==> config.mk <==
export PLATFORM = sky130hd
export DESIGN_NAME = module_mem
export DESIGN_NICKNAME = d
export VERILOG_FILES = /design/src/rtl/module_mem_pkg.sv /design/src/rtl/module_mem_lsu_align.sv /design/src/rtl/module_mem.sv
export SDC_FILE = /design/constraint.sdc
export NUM_CORES = 1
export LEC_CHECK = 0
export BUFFER_PORTS_ARGS = -buffer_cell sky130_fd_sc_hd__clkbuf_2
export CORE_MARGIN = 8
export CORE_UTILIZATION = 36
export CTS_BUF_LIST = sky130_fd_sc_hd__clkbuf_4 sky130_fd_sc_hd__clkbuf_8
export CTS_CLUSTER_DIAMETER = 60
export DETAILED_ROUTE_END_ITERATION = 12
export SLEW_MARGIN = 20
export SYNTH_ARGS = -nofsm -noshare
export SYNTH_HDL_FRONTEND = slang
export SYNTH_HIERARCHICAL = 1
export SYNTH_SLANG_ARGS = --single-unit
==> constraint.sdc <==
create_clock -name clk_i -period 5.8 [get_ports clk_i]
set_input_delay 0.58 -clock clk_i [delete_from_list [all_inputs] [get_ports clk_i]]
set_output_delay 0.58 -clock clk_i [all_outputs]
set_load 0.01 [all_outputs]
==> src/rtl/module_mem_pkg.sv <==
// Shared encodings for the MEM stage: control-field positions, access sizes,
// FSM states and the default bus timeout.
package module_mem_pkg;

    localparam int CTRL_READ    = 4;
    localparam int CTRL_WRITE   = 3;
    localparam int CTRL_UNS     = 2;
    localparam int CTRL_SIZE_HI = 1;
    localparam int CTRL_SIZE_LO = 0;

    localparam logic [1:0] SIZE_BYTE   = 2'b00;
    localparam logic [1:0] SIZE_HALF   = 2'b01;
    localparam logic [1:0] SIZE_WORD   = 2'b10;
    localparam logic [1:0] SIZE_WORD_X = 2'b11;

    localparam int TIMEOUT_DEFAULT = 255;

    typedef enum logic {
        ST_IDLE = 1'b0,
        ST_WAIT = 1'b1
    } state_e;

    // A half access must be even, a word access must sit on a 4-byte boundary.
    function automatic logic is_misaligned(input logic [1:0] size, input logic [1:0] offset);
        logic mis;
        mis = 1'b0;
        case (size)
            SIZE_BYTE:              mis = 1'b0;
            SIZE_HALF:              mis = offset[0];
            SIZE_WORD, SIZE_WORD_X: mis = (offset != 2'b00);
            default:                mis = 1'b0;
        endcase
        return mis;
    endfunction

endpackage

==> src/rtl/module_mem_lsu_align.sv <==
// Byte-lane steering: byte enables and store replication for the outgoing
// access, lane extraction and sign/zero extension for the returning word.
module module_mem_lsu_align
    import module_mem_pkg::*;
(
    input  logic [1:0]  st_offset,
    input  logic [1:0]  st_size,
    input  logic [31:0] st_data,
    output logic [3:0]  be,
    output logic [31:0] wdata,
    input  logic [1:0]  ld_offset,
    input  logic [1:0]  ld_size,
    input  logic        ld_unsigned,
    input  logic [31:0] rdata,
    output logic [31:0] ld_data
);

    logic [7:0]  byte_s;
    logic [15:0] half_s;

    // Store side: enables follow the address, data fills every lane of the size.
    always_comb begin
        be    = 4'b1111;
        wdata = st_data;
        case (st_size)
            SIZE_BYTE: begin
                be    = 4'b0001 << st_offset;
                wdata = {4{st_data[7:0]}};
            end
            SIZE_HALF: begin
                be    = 4'b0011 << st_offset;
                wdata = {2{st_data[15:0]}};
            end
            SIZE_WORD, SIZE_WORD_X: begin
                be    = 4'b1111;
                wdata = st_data;
            end
            default: begin
                be    = 4'b1111;
                wdata = st_data;
            end
        endcase
    end

    // Load side: pick the addressed lane and widen it to 32 bits.
    always_comb begin
        byte_s  = rdata[{ld_offset, 3'b000} +: 8];
        half_s  = ld_offset[1] ? rdata[31:16] : rdata[15:0];
        ld_data = rdata;
        case (ld_size)
            SIZE_BYTE: begin
                if (ld_unsigned) begin
                    ld_data = {24'h000000, byte_s};
                end else begin
                    ld_data = {{24{byte_s[7]}}, byte_s};
                end
            end
            SIZE_HALF: begin
                if (ld_unsigned) begin
                    ld_data = {16'h0000, half_s};
                end else begin
                    ld_data = {{16{half_s[15]}}, half_s};
                end
            end
            SIZE_WORD, SIZE_WORD_X: ld_data = rdata;
            default:                ld_data = rdata;
        endcase
    end

endmodule

==> src/rtl/module_mem.sv <==
// MEM pipeline stage: issues one data-memory access per memory op, stalls the
// pipeline while it waits, and registers the MEM/WB results.
module module_mem
    import module_mem_pkg::*;
#(
    parameter int TIMEOUT = TIMEOUT_DEFAULT
) (
    input  logic        clk_i,
    input  logic        rst_i,
    input  logic        mem_valid_i,
    input  logic [4:0]  mem_ctrl_i,
    input  logic [1:0]  wb_ctrl_i,
    input  logic [31:0] alu_result_i,
    input  logic [31:0] store_data_i,
    input  logic [4:0]  Rd_i,
    output logic        stall_o,
    output logic        dmem_req_o,
    output logic        dmem_we_o,
    output logic [31:0] dmem_addr_o,
    output logic [31:0] dmem_wdata_o,
    output logic [3:0]  dmem_be_o,
    input  logic        dmem_ack_i,
    input  logic [31:0] dmem_rdata_i,
    output logic [1:0]  wb_ctrl_o,
    output logic [31:0] wb_data_o,
    output logic [31:0] data_o,
    output logic [4:0]  wb_Rd_o,
    output logic        misalign_o,
    output logic        bus_err_o
);

    localparam int CNT_W = (TIMEOUT > 1) ? $clog2(TIMEOUT) : 1;
    localparam logic [CNT_W-1:0] LAST_CNT = CNT_W'(TIMEOUT - 1);

    state_e state_r, next_state_s;
    logic [CNT_W-1:0] cnt_r;

    logic        mem_op_s, misalign_s, start_s, ack_s, timeout_s;
    logic        stall_s, req_s;
    logic [3:0]  be_s;
    logic [31:0] wdata_s, ld_data_s;

    logic [31:0] addr_r, wdata_r;
    logic [3:0]  be_r;
    logic        we_r, uns_r;
    logic [1:0]  size_r, wbc_lat_r;
    logic [4:0]  rd_lat_r;

    logic [1:0]  wb_ctrl_r;
    logic [31:0] wb_data_r, data_r;
    logic [4:0]  wb_rd_r;
    logic        misalign_r, bus_err_r;

    // Exactly one of read/write makes a memory op; both set falls through as ALU.
    assign mem_op_s   = mem_valid_i & (mem_ctrl_i[CTRL_READ] ^ mem_ctrl_i[CTRL_WRITE]);
    assign misalign_s = mem_op_s & is_misaligned(mem_ctrl_i[CTRL_SIZE_HI:CTRL_SIZE_LO],
                                                 alu_result_i[1:0]);
    assign start_s    = (state_r == ST_IDLE) & mem_op_s & ~misalign_s;
    assign ack_s      = (state_r == ST_WAIT) & dmem_ack_i;
    assign timeout_s  = (state_r == ST_WAIT) & ~dmem_ack_i & (cnt_r == LAST_CNT);

    module_mem_lsu_align u_align (
        .st_offset   (alu_result_i[1:0]),
        .st_size     (mem_ctrl_i[CTRL_SIZE_HI:CTRL_SIZE_LO]),
        .st_data     (store_data_i),
        .be          (be_s),
        .wdata       (wdata_s),
        .ld_offset   (addr_r[1:0]),
        .ld_size     (size_r),
        .ld_unsigned (uns_r),
        .rdata       (dmem_rdata_i),
        .ld_data     (ld_data_s)
    );

    // FSM state register.
    always_ff @(posedge clk_i or posedge rst_i) begin
        if (rst_i) begin
            state_r <= ST_IDLE;
        end else begin
            state_r <= next_state_s;
        end
    end

    // FSM next-state logic.
    always_comb begin
        next_state_s = state_r;
        case (state_r)
            ST_IDLE: begin
                if (start_s) begin
                    next_state_s = ST_WAIT;
                end else begin
                    next_state_s = ST_IDLE;
                end
            end
            ST_WAIT: begin
                if (ack_s || timeout_s) begin
                    next_state_s = ST_IDLE;
                end else begin
                    next_state_s = ST_WAIT;
                end
            end
            default: next_state_s = ST_IDLE;
        endcase
    end

    // FSM outputs; the final timeout cycle releases the stall.
    always_comb begin
        stall_s = 1'b0;
        req_s   = 1'b0;
        case (state_r)
            ST_IDLE: begin
                stall_s = start_s;
                req_s   = 1'b0;
            end
            ST_WAIT: begin
                stall_s = ~dmem_ack_i & ~timeout_s;
                req_s   = 1'b1;
            end
            default: begin
                stall_s = 1'b0;
                req_s   = 1'b0;
            end
        endcase
    end

    // Wait-cycle counter, cleared whenever not waiting or on ack.
    always_ff @(posedge clk_i or posedge rst_i) begin
        if (rst_i) begin
            cnt_r <= '0;
        end else if ((state_r == ST_WAIT) && !dmem_ack_i) begin
            cnt_r <= cnt_r + CNT_W'(1);
        end else begin
            cnt_r <= '0;
        end
    end

    // Access latch, captured when a memory op is accepted in IDLE.
    always_ff @(posedge clk_i or posedge rst_i) begin
        if (rst_i) begin
            addr_r    <= 32'h0000_0000;
            wdata_r   <= 32'h0000_0000;
            be_r      <= 4'b0000;
            we_r      <= 1'b0;
            uns_r     <= 1'b0;
            size_r    <= 2'b00;
            wbc_lat_r <= 2'b00;
            rd_lat_r  <= 5'd0;
        end else if (start_s) begin
            addr_r    <= alu_result_i;
            wdata_r   <= wdata_s;
            be_r      <= be_s;
            we_r      <= mem_ctrl_i[CTRL_WRITE];
            uns_r     <= mem_ctrl_i[CTRL_UNS];
            size_r    <= mem_ctrl_i[CTRL_SIZE_HI:CTRL_SIZE_LO];
            wbc_lat_r <= wb_ctrl_i;
            rd_lat_r  <= Rd_i;
        end else begin
            addr_r    <= addr_r;
            wdata_r   <= wdata_r;
            be_r      <= be_r;
            we_r      <= we_r;
            uns_r     <= uns_r;
            size_r    <= size_r;
            wbc_lat_r <= wbc_lat_r;
            rd_lat_r  <= rd_lat_r;
        end
    end

    // MEM/WB register: completions load results, every other cycle is a bubble.
    always_ff @(posedge clk_i or posedge rst_i) begin
        if (rst_i) begin
            wb_ctrl_r  <= 2'b00;
            wb_data_r  <= 32'h0000_0000;
            data_r     <= 32'h0000_0000;
            wb_rd_r    <= 5'd0;
            misalign_r <= 1'b0;
            bus_err_r  <= 1'b0;
        end else begin
            wb_ctrl_r  <= 2'b00;
            misalign_r <= 1'b0;
            bus_err_r  <= 1'b0;
            if (ack_s) begin
                wb_ctrl_r <= wbc_lat_r;
                wb_data_r <= addr_r;
                data_r    <= we_r ? 32'h0000_0000 : ld_data_s;
                wb_rd_r   <= rd_lat_r;
            end else if (timeout_s) begin
                bus_err_r <= 1'b1;
            end else if (misalign_s && (state_r == ST_IDLE)) begin
                misalign_r <= 1'b1;
            end else if (mem_valid_i && !mem_op_s && (state_r == ST_IDLE)) begin
                wb_ctrl_r <= wb_ctrl_i;
                wb_data_r <= alu_result_i;
                data_r    <= 32'h0000_0000;
                wb_rd_r   <= Rd_i;
            end else begin
                wb_data_r <= wb_data_r;
                data_r    <= data_r;
                wb_rd_r   <= wb_rd_r;
            end
        end
    end

    // Stall must read zero during reset even if a memory op sits on the inputs.
    assign stall_o      = stall_s & ~rst_i;
    assign dmem_req_o   = req_s;
    assign dmem_we_o    = req_s & we_r;
    assign dmem_addr_o  = {addr_r[31:2], 2'b00};
    assign dmem_wdata_o = wdata_r;
    assign dmem_be_o    = be_r;
    assign wb_ctrl_o    = wb_ctrl_r;
    assign wb_data_o    = wb_data_r;
    assign data_o       = data_r;
    assign wb_Rd_o      = wb_rd_r;
    assign misalign_o   = misalign_r;
    assign bus_err_o    = bus_err_r;

endmodule

==> impl_results.md, run 1 <==
- Post-Route Hold Slack: roughly 0.13 ns
- Setup repair after global routing missed its margin: no
- Vias post-DR: between 5,000 and 6,000
- Power after layout: 3.71 mW
- Normalized max-slew margin: 30.1%
- FP Rows: 54
- Most used DFF post-synth: sky130_fd_sc_hd__dfrtp_1
- Ratio of cells with drive above 1 in the final layout: between 50% and 60%
- Setup WS post-layout: around 2.3 ns
- Register area share after synthesis: around 51%
- Number of iterations in the first detailed-routing pass: 4
- Most area-consuming cells after synthesis: sky130_fd_sc_hd__dfrtp_1 (51%), sky130_fd_sc_hd__mux2_2 (24%), sky130_fd_sc_hd__a22o_1 (4.5%), sky130_fd_sc_hd__buf_4 (4.2%), sky130_fd_sc_hd__o21ai_0 (2.0%)
- Number of hold buffers added after CTS: 0
- Die Y: approximately 160 µm
- Wirelength per Cell: between 15 and 20 µm
- Proportion of register bits with asynchronous set or reset after synthesis: between 90% and 100%
- Highest Signal Layer: met4
- Fraction of post-synthesis cell area in the top cell type by area: 50.8%
- TritonCTS clock tree: done
- Most frequent cell after synthesis: sky130_fd_sc_hd__mux2_2
- Maximum number of pins on one net before global-route repair: 76
- HPWL after detailed placement: approximately 15,000 µm
- Met2 wire length: just over 10,000 µm
- Area of the mapped netlist: a little under 8000 µm²
- Number of instances in the synthesized netlist: 614
- Final antenna diode count: 0
- Class of the most critical setup path: in2out
- Kind of end point of the critical path: output pin
- Max-capacitance violation count: 0
- Area growth from synthesis to layout: 19.7%
- Met3 wire len: roughly 1700 µm
- Residual DRC count: 0
- Maximum fanout along the worst path: 50
- CTS sink count: between 150 and 200
- Final weighted congestion of routability-driven global placement: around 0.75
- Max Buffers Root-to-Sink: 2
- VDD IR-drop max: approximately 160 µV
- Die span in x: ~160 µm
- Placement Setup Slack: 2.32 ns
- Worst R2R Start: state_r
- Number of resized instances in the post-cts repair step: 0
- Flip-flop and latch count after synthesis: ~160
- Number of max-slew violations in the final report: 0
- Effective utilization at floorplan: between 30% and 40%
- Post-CTS Setup Bufs: 0
- Crit share post-route: approximately three fifths
- Number of enable flip-flop cells after synthesis: 0
- Inst Count DP: roughly 1,100
- Global-route usage over all layers: between 15 and 20%
- Detailed-route vias per instance: around 5
- I/O pins: roughly 260
- Count of placed standard cells in the final layout, fillers left out: ~1,100
- Aggregate global routing overflow: 0
- Final TNS setup: 0 ns
- Data required time of the critical path: about 5.2 ns
- Total of buffers placed on input and output ports: around 250
- Area enclosed by the die boundary: approximately 27,000 µm²
- Reg2Reg Capture Point: rd_lat_r[2]
- Area of the placeable core: 21,700 µm²
- Starting DRT DRC Count: around 220
- Number of warning messages in the yosys log: 6
- Root buf cell: sky130_fd_sc_hd__clkbuf_8
- Via count of the first global-routing pass: 6,002
- Routed WL: between 20,000 and 25,000 µm
- WP data arrival: between 2 and 3 ns
- Setup clock skew after layout: approximately 0.017 ns
- Number of buffers created by CTS: 17
- Crit path time final: between 3 and 4 ns
- Count of final hold-check violations: 0
- Power density of the placed cells: about 400 nW/µm²
- Static leakage: around 4.5 nW
- Clock-pin slew reported for the worst setup and hold paths after clock tree synthesis: approximately 0.1 ns
- Worst-margin pin slew: approximately 1.0 ns
- Met1 Routed Length: roughly 9100 µm
- Initial antenna violation count: 0
- Antenna-violating nets left: 0
- Depth of the CTS H-tree: 4
- Clock latency of the later-clocked register in the worst-skew pair: between 0.4 and 0.5 ns
- Result of the run: finished clean
- Global-route wire length before repair: roughly 34,000 µm
- Setup Viol. Count Final: 0
- Cell taking the most area after synthesis: sky130_fd_sc_hd__dfrtp_1
- Filler Cell Count: between 2,000 and 2,500
- Number of unique standard cell types used by synthesis: 45
- Number of cells on the worst reg-to-reg path: 4
- Startpoint type of the worst setup path: input port
- Flop2flop setup slack: between 3 and 4 ns
- Net count, final: 930
- Peak Freq: 289 MHz
- Mean instance size in the synthesized netlist: around 13 µm²
- Top cells by instance count after synthesis: sky130_fd_sc_hd__mux2_2 (169), sky130_fd_sc_hd__dfrtp_1 (161), sky130_fd_sc_hd__buf_4 (44)
- Hold crit path type: in2async
## metal layers
| layer | GRT usage (%) | up-vias |
|---|---|---|
| met2 | 25.4 | 165 |
| met4 | 4.71 | 0 |
| met1 | 19.8 | 2743 |
| met5 | 0 | - |
| met3 | 5.64 | 16 |
| li1 | - | 2605 |
## worst max-delay path, cell delays in order
cell and delay (ns):
sky130_fd_sc_hd__clkbuf_2 0.30, sky130_fd_sc_hd__o21ai_0 0.57, sky130_fd_sc_hd__nand4_4 0.84, sky130_fd_sc_hd__a21oi_1 0.42
sky130_fd_sc_hd__clkbuf_2 0.18
## area by class of cell
class	instances	area [µm²]	share of cell area (%)
Sequential cell	161	4030	42.5
Multi-Input combinational cell	371	3350	35.3
Timing Repair Buffer	261	1330	14.0
Tap cell	280	350	3.69
Clock buffer	18	241	2.55
Clock inverter	14	169	1.78
Inverter	4	20.0	0.211
## cells by family (layout without fill, tap and decap cells)
logic type	Yosys count	after routing	synth area share, %
flops	161	161	50.8
other cells	1	2	0.0473
mux	187	187	26.5
buf+inv	83	297	7.14
compound gates	103	103	9.77
fa+ha+maj	2	2	0.316
simple gates	72	72	4.71
xor+xnor	5	5	0.648
## worst max-delay path by stage
stage	end	cells past startpoint	from
5_1_grt	stall_o	5	mem_ctrl_i[0]
3_3_place_gp	stall_o	5	mem_ctrl_i[0]
4_1_cts	stall_o	5	mem_ctrl_i[0]
2_1_floorplan	addr_r[0]	1	rst_i
3_5_place_dp	stall_o	5	mem_ctrl_i[0]
6_report	stall_o	5	mem_ctrl_i[0]
## flip-flops by register name, summed over array words and instances (netlist names), 4 cells and up
name / count
dmem_be_o: 4
cnt_r: 8
dmem_wdata_o: 32
rd_lat_r: 5
wb_Rd_o: 5
addr_r: 32
data_o: 32
wb_data_o: 32
## layout by cell type, fill, tap and decap left out, types with 5 or more instances in the layout
cell type / netlist / routed
sky130_fd_sc_hd__clkbuf_8: 0 / 17
sky130_fd_sc_hd__mux2i_1: 8 / 8
sky130_fd_sc_hd__nor2_1: 11 / 10
sky130_fd_sc_hd__a21oi_1: 6 / 5
sky130_fd_sc_hd__dfrtp_1: 161 / 161
sky130_fd_sc_hd__a22o_1: 41 / 41
sky130_fd_sc_hd__buf_4: 44 / 7
sky130_fd_sc_hd__nand2_1: 30 / 30
sky130_fd_sc_hd__a221o_1: 14 / 14
sky130_fd_sc_hd__mux2_1: 8 / 8
sky130_fd_sc_hd__o21ai_0: 31 / 31
sky130_fd_sc_hd__nand3_1: 5 / 5
sky130_fd_sc_hd__clkbuf_2: 1 / 253
sky130_fd_sc_hd__mux2_2: 169 / 169
sky130_fd_sc_hd__nor4b_1: 7 / 7
## report_power, final
part	internal [mW]	switching (mW)	leakage (nW)	total, mW
clock	0.402	0.465	0.200	0.867
combinational	0.594	0.616	2.33	1.21
sequential	1.43	0.203	1.99	1.63
## per-stage QoR
step | utilization (%) | instance area, µm²
2_1_floorplan | - | 7930
3_3_place_gp | 41.8 | 9070
3_5_place_dp | 41.8 | 9070
4_1_cts | 43.7 | 9480
5_1_grt | 43.7 | 9490
6_report | 43.7 | 9490
No activity file was read; power rests on OpenSTA's default activity.
==> run 2, diff against run 1 <==
clock period = 3.55 ns   (was 5.8 ns; I/O delays follow)
==> impl_results.md, run 2 (synthesis gave the netlist of run 1 again) <==
- Biggest cell delay along the critical path: 0.45 ns (-0.39 ns)
- Startpoint type of the worst setup path: flip-flop
- Final cell area excluding filler cells: 9570 µm² (+0.90%)
- Die span in x: 164 µm (unchanged)
- CTS sink count: 161 (unchanged)
- Final weighted congestion of routability-driven global placement: 0.786 (+4.1%)
- HPWL after detailed placement: 15,400 µm (about the same)
- Static leakage: 4.55 nW (+0.78%)
- Area of the placeable core: 21,700 µm² (unchanged)
- Total of buffers placed on input and output ports: 253 (unchanged)
- Peak Freq: 418 MHz
- Starting DRT DRC Count: 214 (-0.47%)
- Cell with the biggest individual delay on the critical path: sky130_fd_sc_hd__nand4_4
- Count of final hold-check violations: 0 (unchanged)
- Worst Min Path Start: Rd_i[2]
- Worst R2R Start: addr_r[1]
- Hold crit path type: in2reg
- Initial antenna violation count: 2 (+2)
- Number of resized instances in the post-cts repair step: 0 (unchanged)
- Die Y: 164 µm (unchanged)
- Crit path time final: between 2 and 2.5 ns
- Routed WL: 21,100 µm (-0.99%)
- Max-capacitance violation count: 0 (unchanged)
- Aggregate global routing overflow: 0 (unchanged)
- Number of buffers created by CTS: 17 (unchanged)
- Clock-pin slew reported for the worst setup and hold paths after clock tree synthesis: 0.09 ns (about the same)
- Fraction of the core area covered by cells at the end of the flow: 44.1% (+0.39 points)
- Antenna-violating nets left: 0 (unchanged)
- Setup Viol. Count Final: 0 (unchanged)
- Class of the most critical setup path: reg2out
- Kind of end point of the critical path: output pin
- Area growth from synthesis to layout: 20.8%
- Clock latency of the later-clocked register in the worst-skew pair: 0.44 ns (about the same)
- Root buf cell: sky130_fd_sc_hd__clkbuf_8
- Startpoint of the most critical setup path: state_r
- Count of placed standard cells in the final layout, fillers left out: 1,114 (+0.45%)
- Effective utilization at floorplan: 36.5% (unchanged)
- Vias post-DR: 5,568 (+0.71%)
- Commonest non-fill, non-tap cells in the layout: sky130_fd_sc_hd__clkbuf_2 (253), sky130_fd_sc_hd__mux2_2 (169), sky130_fd_sc_hd__dfrtp_1 (161)
- Number of iterations in the first detailed-routing pass: 4 (unchanged)
- Setup repair after global routing missed its margin: no
- Ratio of cells with drive above 1 in the final layout: 57.4% (+0.085 points)
- Depth of the CTS H-tree: 4 (unchanged)
- Net count, final: 935 (+0.54%)
- Final TNS setup: 0 ns (unchanged)
- Number of hold buffers added after CTS: 1 (+1)
- Inst Count DP: 1,081 (+0.37%)
- Cells along the critical path: nor2b_1 > nand4_4 > a21oi_1 > clkbuf_2
- TritonCTS clock tree: done
- Result of the run: finished clean
- Crit share post-route: roughly two thirds
- FP Rows: 54 (unchanged)
- Most common cell after layout, fill and taps aside: sky130_fd_sc_hd__clkbuf_2
- Worst-margin pin slew: 0.739 ns (-0.310 ns)
- Post-CTS Setup Bufs: 0 (unchanged)
- Maximum number of pins on one net before global-route repair: 74 (-2.6%)
- Maximum fanout along the worst path: 20 (-60%)
- Global-route usage over all layers: 15.5% (-0.42 points)
- Area enclosed by the die boundary: 27,000 µm² (unchanged)
- Global-route wire length before repair: 32,900 µm (-2.3%)
- Detailed-route vias per instance: 5.00 (+0.25%)
- Setup clock skew after layout: 0.0145 ns (-0.00290 ns)
- Max Buffers Root-to-Sink: 2 (unchanged)
- WP data arrival: 2.04 ns (-0.84 ns)
- Number of max-slew violations in the final report: 0 (unchanged)
- Power density of the placed cells: 632 nW/µm² (+62%)
- Normalized max-slew margin: 49.8% (+20 points)
- VDD IR-drop max: 282 µV (+75%)
- Instance area after placement: 9150 µm² (+0.87%)
- I/O pins: 256 (unchanged)
- Via count of the first global-routing pass: 5,850 (-2.5%)
- Data required time of the critical path: 3.19 ns (-2.03 ns)
- Wirelength per Cell: 18.9 µm (-1.4%)
- Residual DRC count: 0 (unchanged)
## run 2: cell types whose count changed in the layout (fill, tap and decap cells not counted), moves of 2 or more
cell,before,now
sky130_fd_sc_hd__buf_12,0,4
sky130_fd_sc_hd__clkbuf_8,17,20
sky130_fd_sc_hd__inv_8,3,0
sky130_fd_sc_hd__clkinv_4,3,1
sky130_fd_sc_hd__clkinvlp_4,3,5
## run 2: final timing paths
kind / endpoint / slack, ns / cells past startpoint
hold reg to reg: cnt_r[0] / 0.49 / 1
setup / recovery: stall_o / 1.16 / 4
max in group asynchronous: dmem_be_o[0] / 2.17 / 4
hold / removal: rd_lat_r[2] / 0.14 / 2
min in group asynchronous: addr_r[27] / 0.57 / 3
setup reg to reg: data_o[18] / 1.19 / 4
## run 2: metal layers
| layer | GRT usage, % | vias up | wire length (µm) |
|---|---|---|---|
| met5 | 0 | - | 13 |
| met4 | 5.00 | 2 | 283 |
| met3 | 5.44 | 17 | 1580 |
| met2 | 25.1 | 156 | 10300 |
| met1 | 18.9 | 2790 | 8950 |
| li1 | - | 2603 | - |
## run 2: layout make-up
class	instances	area (µm²)
Clock inverter	10	125
Clock buffer	21	283
Fill cell	2051	12100
Sequential cell	161	4030
Tap cell	280	350
Antenna cell	1	2.50
Multi-Input combinational cell	371	3350
Inverter	4	18.8
Timing Repair Buffer	266	1420
## run 2: report_power, final
part           switching [mW]  total, mW  leakage, nW  internal [mW]
Combinational           0.984       1.96         2.37          0.978
Clock                   0.716       1.41        0.195          0.694
Sequential              0.345       2.68         1.99           2.33
Total                    2.04       6.05         4.55           4.01
## run 2: stage by stage
step	total power, mW	setup slack (ns)	hold slack [ns]
detailed placement	4.71	1.17	0.479
CTS	6.15	1.08	0.0994
floorplan	4.03	1.15	0.455
global placement	4.68	1.15	0.469
finish	6.05	1.16	0.141
global route	6.43	0.930	0.103
## run 2: critical path: cells and delay by family, from the launching register on
| family | cells | cell delay (ns) |
|---|---|---|
| compound gates | 1 | 0.27 |
| buf+inv | 1 | 0.15 |
| flops | 1 | 0.44 |
| simple gates | 2 | 0.73 |
==> run 3, diff against run 2 <==
clock period = 2.5 ns   (was 3.55 ns; I/O delays follow)
==> impl_results.md, run 3 (synthesis gave the netlist of run 1 again) <==
- Area enclosed by the die boundary: 27,000 µm² (unchanged)
- Data required time of the critical path: 2.25 ns (-0.94 ns)
- Area growth from synthesis to layout: 21.3%
- HPWL after detailed placement: 15,800 µm (+3.0%)
- Reg2Reg Capture Point: data_o[13]
- FP Rows: 54 (unchanged)
- Result of the run: finished clean
- Worst-margin pin slew: 0.652 ns (-0.0865 ns)
- Worst Min Path Start: Rd_i[3]
- Maximum fanout along the worst path: 13 (-35%)
- Clock latency of the later-clocked register in the worst-skew pair: 0.44 ns (about the same)
- Die span in x: 164 µm (unchanged)
- Final weighted congestion of routability-driven global placement: 0.778 (-1.1%)
- Net count, final: 946 (+1.2%)
- Biggest cell delay along the critical path: 0.45 ns (about the same)
- TritonCTS clock tree: done
- VDD IR-drop max: 403 µV (+43%)
- Cells along the critical path: nor2b_1 > nand4_4 > a21oi_1 > clkbuf_2
- Ratio of cells with drive above 1 in the final layout: 57.7% (+0.27 points)
- Crit share post-route: about 86%
- Post-CTS Setup Bufs: 0 (unchanged)
- Number of iterations in the first detailed-routing pass: 4 (unchanged)
- Final TNS setup: 0 ns (unchanged)
- Maximum number of pins on one net before global-route repair: 69 (-6.8%)
- Depth of the CTS H-tree: 4 (unchanged)
- Number of max-slew violations in the final report: 0 (unchanged)
- Static leakage: 4.59 nW (+0.97%)
- Commonest non-fill, non-tap cells in the layout: sky130_fd_sc_hd__clkbuf_2 (253), sky130_fd_sc_hd__mux2_2 (169), sky130_fd_sc_hd__dfrtp_1 (161)
- Setup clock skew after layout: 0.0156 ns (+0.00113 ns)
- Setup WS post-layout: 0.354 ns (-0.802 ns)
- Global-route usage over all layers: 15.7% (+0.27 points)
- Startpoint type of the worst setup path: flip-flop
- Setup Viol. Count Final: 0 (unchanged)
- Max-capacitance violation count: 0 (unchanged)
- Max Buffers Root-to-Sink: 2 (unchanged)
- Effective utilization at floorplan: 36.5% (unchanged)
- Endpoint of the most critical setup path: stall_o
- Residual DRC count: 0 (unchanged)
- Antenna-violating nets left: 0 (unchanged)
- WP data arrival: 1.90 ns (-0.14 ns)
- Global-route wire length before repair: 33,300 µm (+1.3%)
- Wirelength per Cell: 19.1 µm (+0.69%)
- Starting DRT DRC Count: 197 (-7.9%)
- Setup repair after global routing missed its margin: no
- Power density of the placed cells: 884 nW/µm² (+40%)
- Hold crit path type: in2reg
- Power after layout: 8.50 mW (+40%)
- Via count of the first global-routing pass: 5,965 (+2.0%)
- Initial antenna violation count: 1 (-1)
- Count of final hold-check violations: 0 (unchanged)
- Number of cells on the worst reg-to-reg path: 4 (unchanged)
- Startpoint of the most critical setup path: state_r
- Routed WL: 21,400 µm (+1.5%)
- Root buf cell: sky130_fd_sc_hd__clkbuf_8
- Class of the most critical setup path: reg2out
- Normalized max-slew margin: 56.1% (+6.3 points)
- Kind of end point of the critical path: output pin
- Aggregate global routing overflow: 0 (unchanged)
- Worst R2R Start: size_r[0]
- Vias post-DR: 5,585 (+0.31%)
- I/O pins: 256 (unchanged)
- Clock-pin slew reported for the worst setup and hold paths after clock tree synthesis: 0.08 ns (about the same)
- Crit path time final: around 2.1 ns
- Most common cell after layout, fill and taps aside: sky130_fd_sc_hd__clkbuf_2
- Number of buffers created by CTS: 17 (unchanged)
- Placement Setup Slack: 0.342 ns (-0.829 ns)
- Peak Freq: roughly 470 MHz
- Area of the placeable core: 21,700 µm² (unchanged)
- Final antenna diode count: 0 (-1)
- Detailed-route vias per instance: 4.97 (-0.50%)
- Cell with the biggest individual delay on the critical path: sky130_fd_sc_hd__dfrtp_1
- Die Y: 164 µm (unchanged)
- CTS sink count: 161 (unchanged)
- Total of buffers placed on input and output ports: 253 (unchanged)
- Flop2flop setup slack: 0.60 ns (-0.59 ns)
run 3: cell count changes in the layout (fill, tap and decap cells not counted):
| cell | previous run | this run |
|---|---|---|
| sky130_fd_sc_hd__buf_12 | 4 | 3 |
| sky130_fd_sc_hd__buf_4 | 8 | 18 |
| sky130_fd_sc_hd__bufinv_16 | 2 | 1 |
| sky130_fd_sc_hd__clkbuf_4 | 1 | 3 |
| sky130_fd_sc_hd__clkinv_2 | 0 | 1 |
| sky130_fd_sc_hd__clkinv_4 | 1 | 2 |
| sky130_fd_sc_hd__clkinvlp_4 | 5 | 2 |
| sky130_fd_sc_hd__diode_2 | 1 | 0 |
| sky130_fd_sc_hd__dlygate4sd3_1 | 1 | 3 |
| sky130_fd_sc_hd__inv_6 | 3 | 2 |
run 3: through the flow:
step / utilization (%) / area [µm²] / std cells / hold slack (ns)
finish: 44.3 / 9610 / 1123 / 0.0451
global route: 44.3 / 9610 / 1123 / 0.00173
CTS: 44.3 / 9610 / 1123 / 0.00242
detailed placement: 42.5 / 9210 / 1090 / 0.241
global placement: 42.5 / 9210 / 1090 / 0.249
floorplan: - / 7930 / 615 / 0.382
run 3: layer usage:
| layer | part of all wire [%] | global-route usage, % |
|---|---|---|
| met1 | 43 | 19.6 |
| met2 | 49 | 25.6 |
| met3 | 7.4 | 5.54 |
| met4 | 0.99 | 3.84 |
| met5 | 0.047 | 0 |
run 3: repair_timing:
| item | 4_1_cts | 5_1_grt |
|---|---|---|
| resized for setup | 0 | 0 |
| hold endpoints to repair | 11 | 0 |
| hold buffers | 3 | 0 |
run 3: worst min path at each step:
| stage | slack [ns] | cells past startpoint | end |
|---|---|---|---|
| floorplan | 0.38 | 1 | rd_lat_r[0] |
| global placement | 0.25 | 2 | cnt_r[7] |
| detailed placement | 0.24 | 2 | addr_r[24] |
| CTS | 0.002 | 2 | rd_lat_r[0] |
| global route | 0.002 | 2 | rd_lat_r[3] |
| finish | 0.05 | 2 | rd_lat_r[3] |
run 3: cell type report:
type | instances | area (µm²)
well taps | 280 | 350
fillers | 2077 | 12100
clock buffers | 23 | 298
inverters | 4 | 18.8
clock inverters | 7 | 77.6
repair buffers | 277 | 1490
multi-input cells | 371 | 3350
flip-flops and latches | 161 | 4030
run 3: critical path: cells and delay by family (launching register included):
| kind | cells | cell delay (ns) |
|---|---|---|
| and+or+nand+nor | 2 | 0.63 |
| buffers and inverters | 1 | 0.15 |
| AOI/OAI and AO/OA | 1 | 0.23 |
| DFF | 1 | 0.45 |
run 3: power breakdown:
| part | switching (mW) | leakage [nW] | internal (mW) |
|---|---|---|---|
| Sequential | 0.467 | 1.99 | 3.32 |
| Clock | 0.972 | 0.193 | 0.900 |
| Combinational | 1.42 | 2.41 | 1.42 |
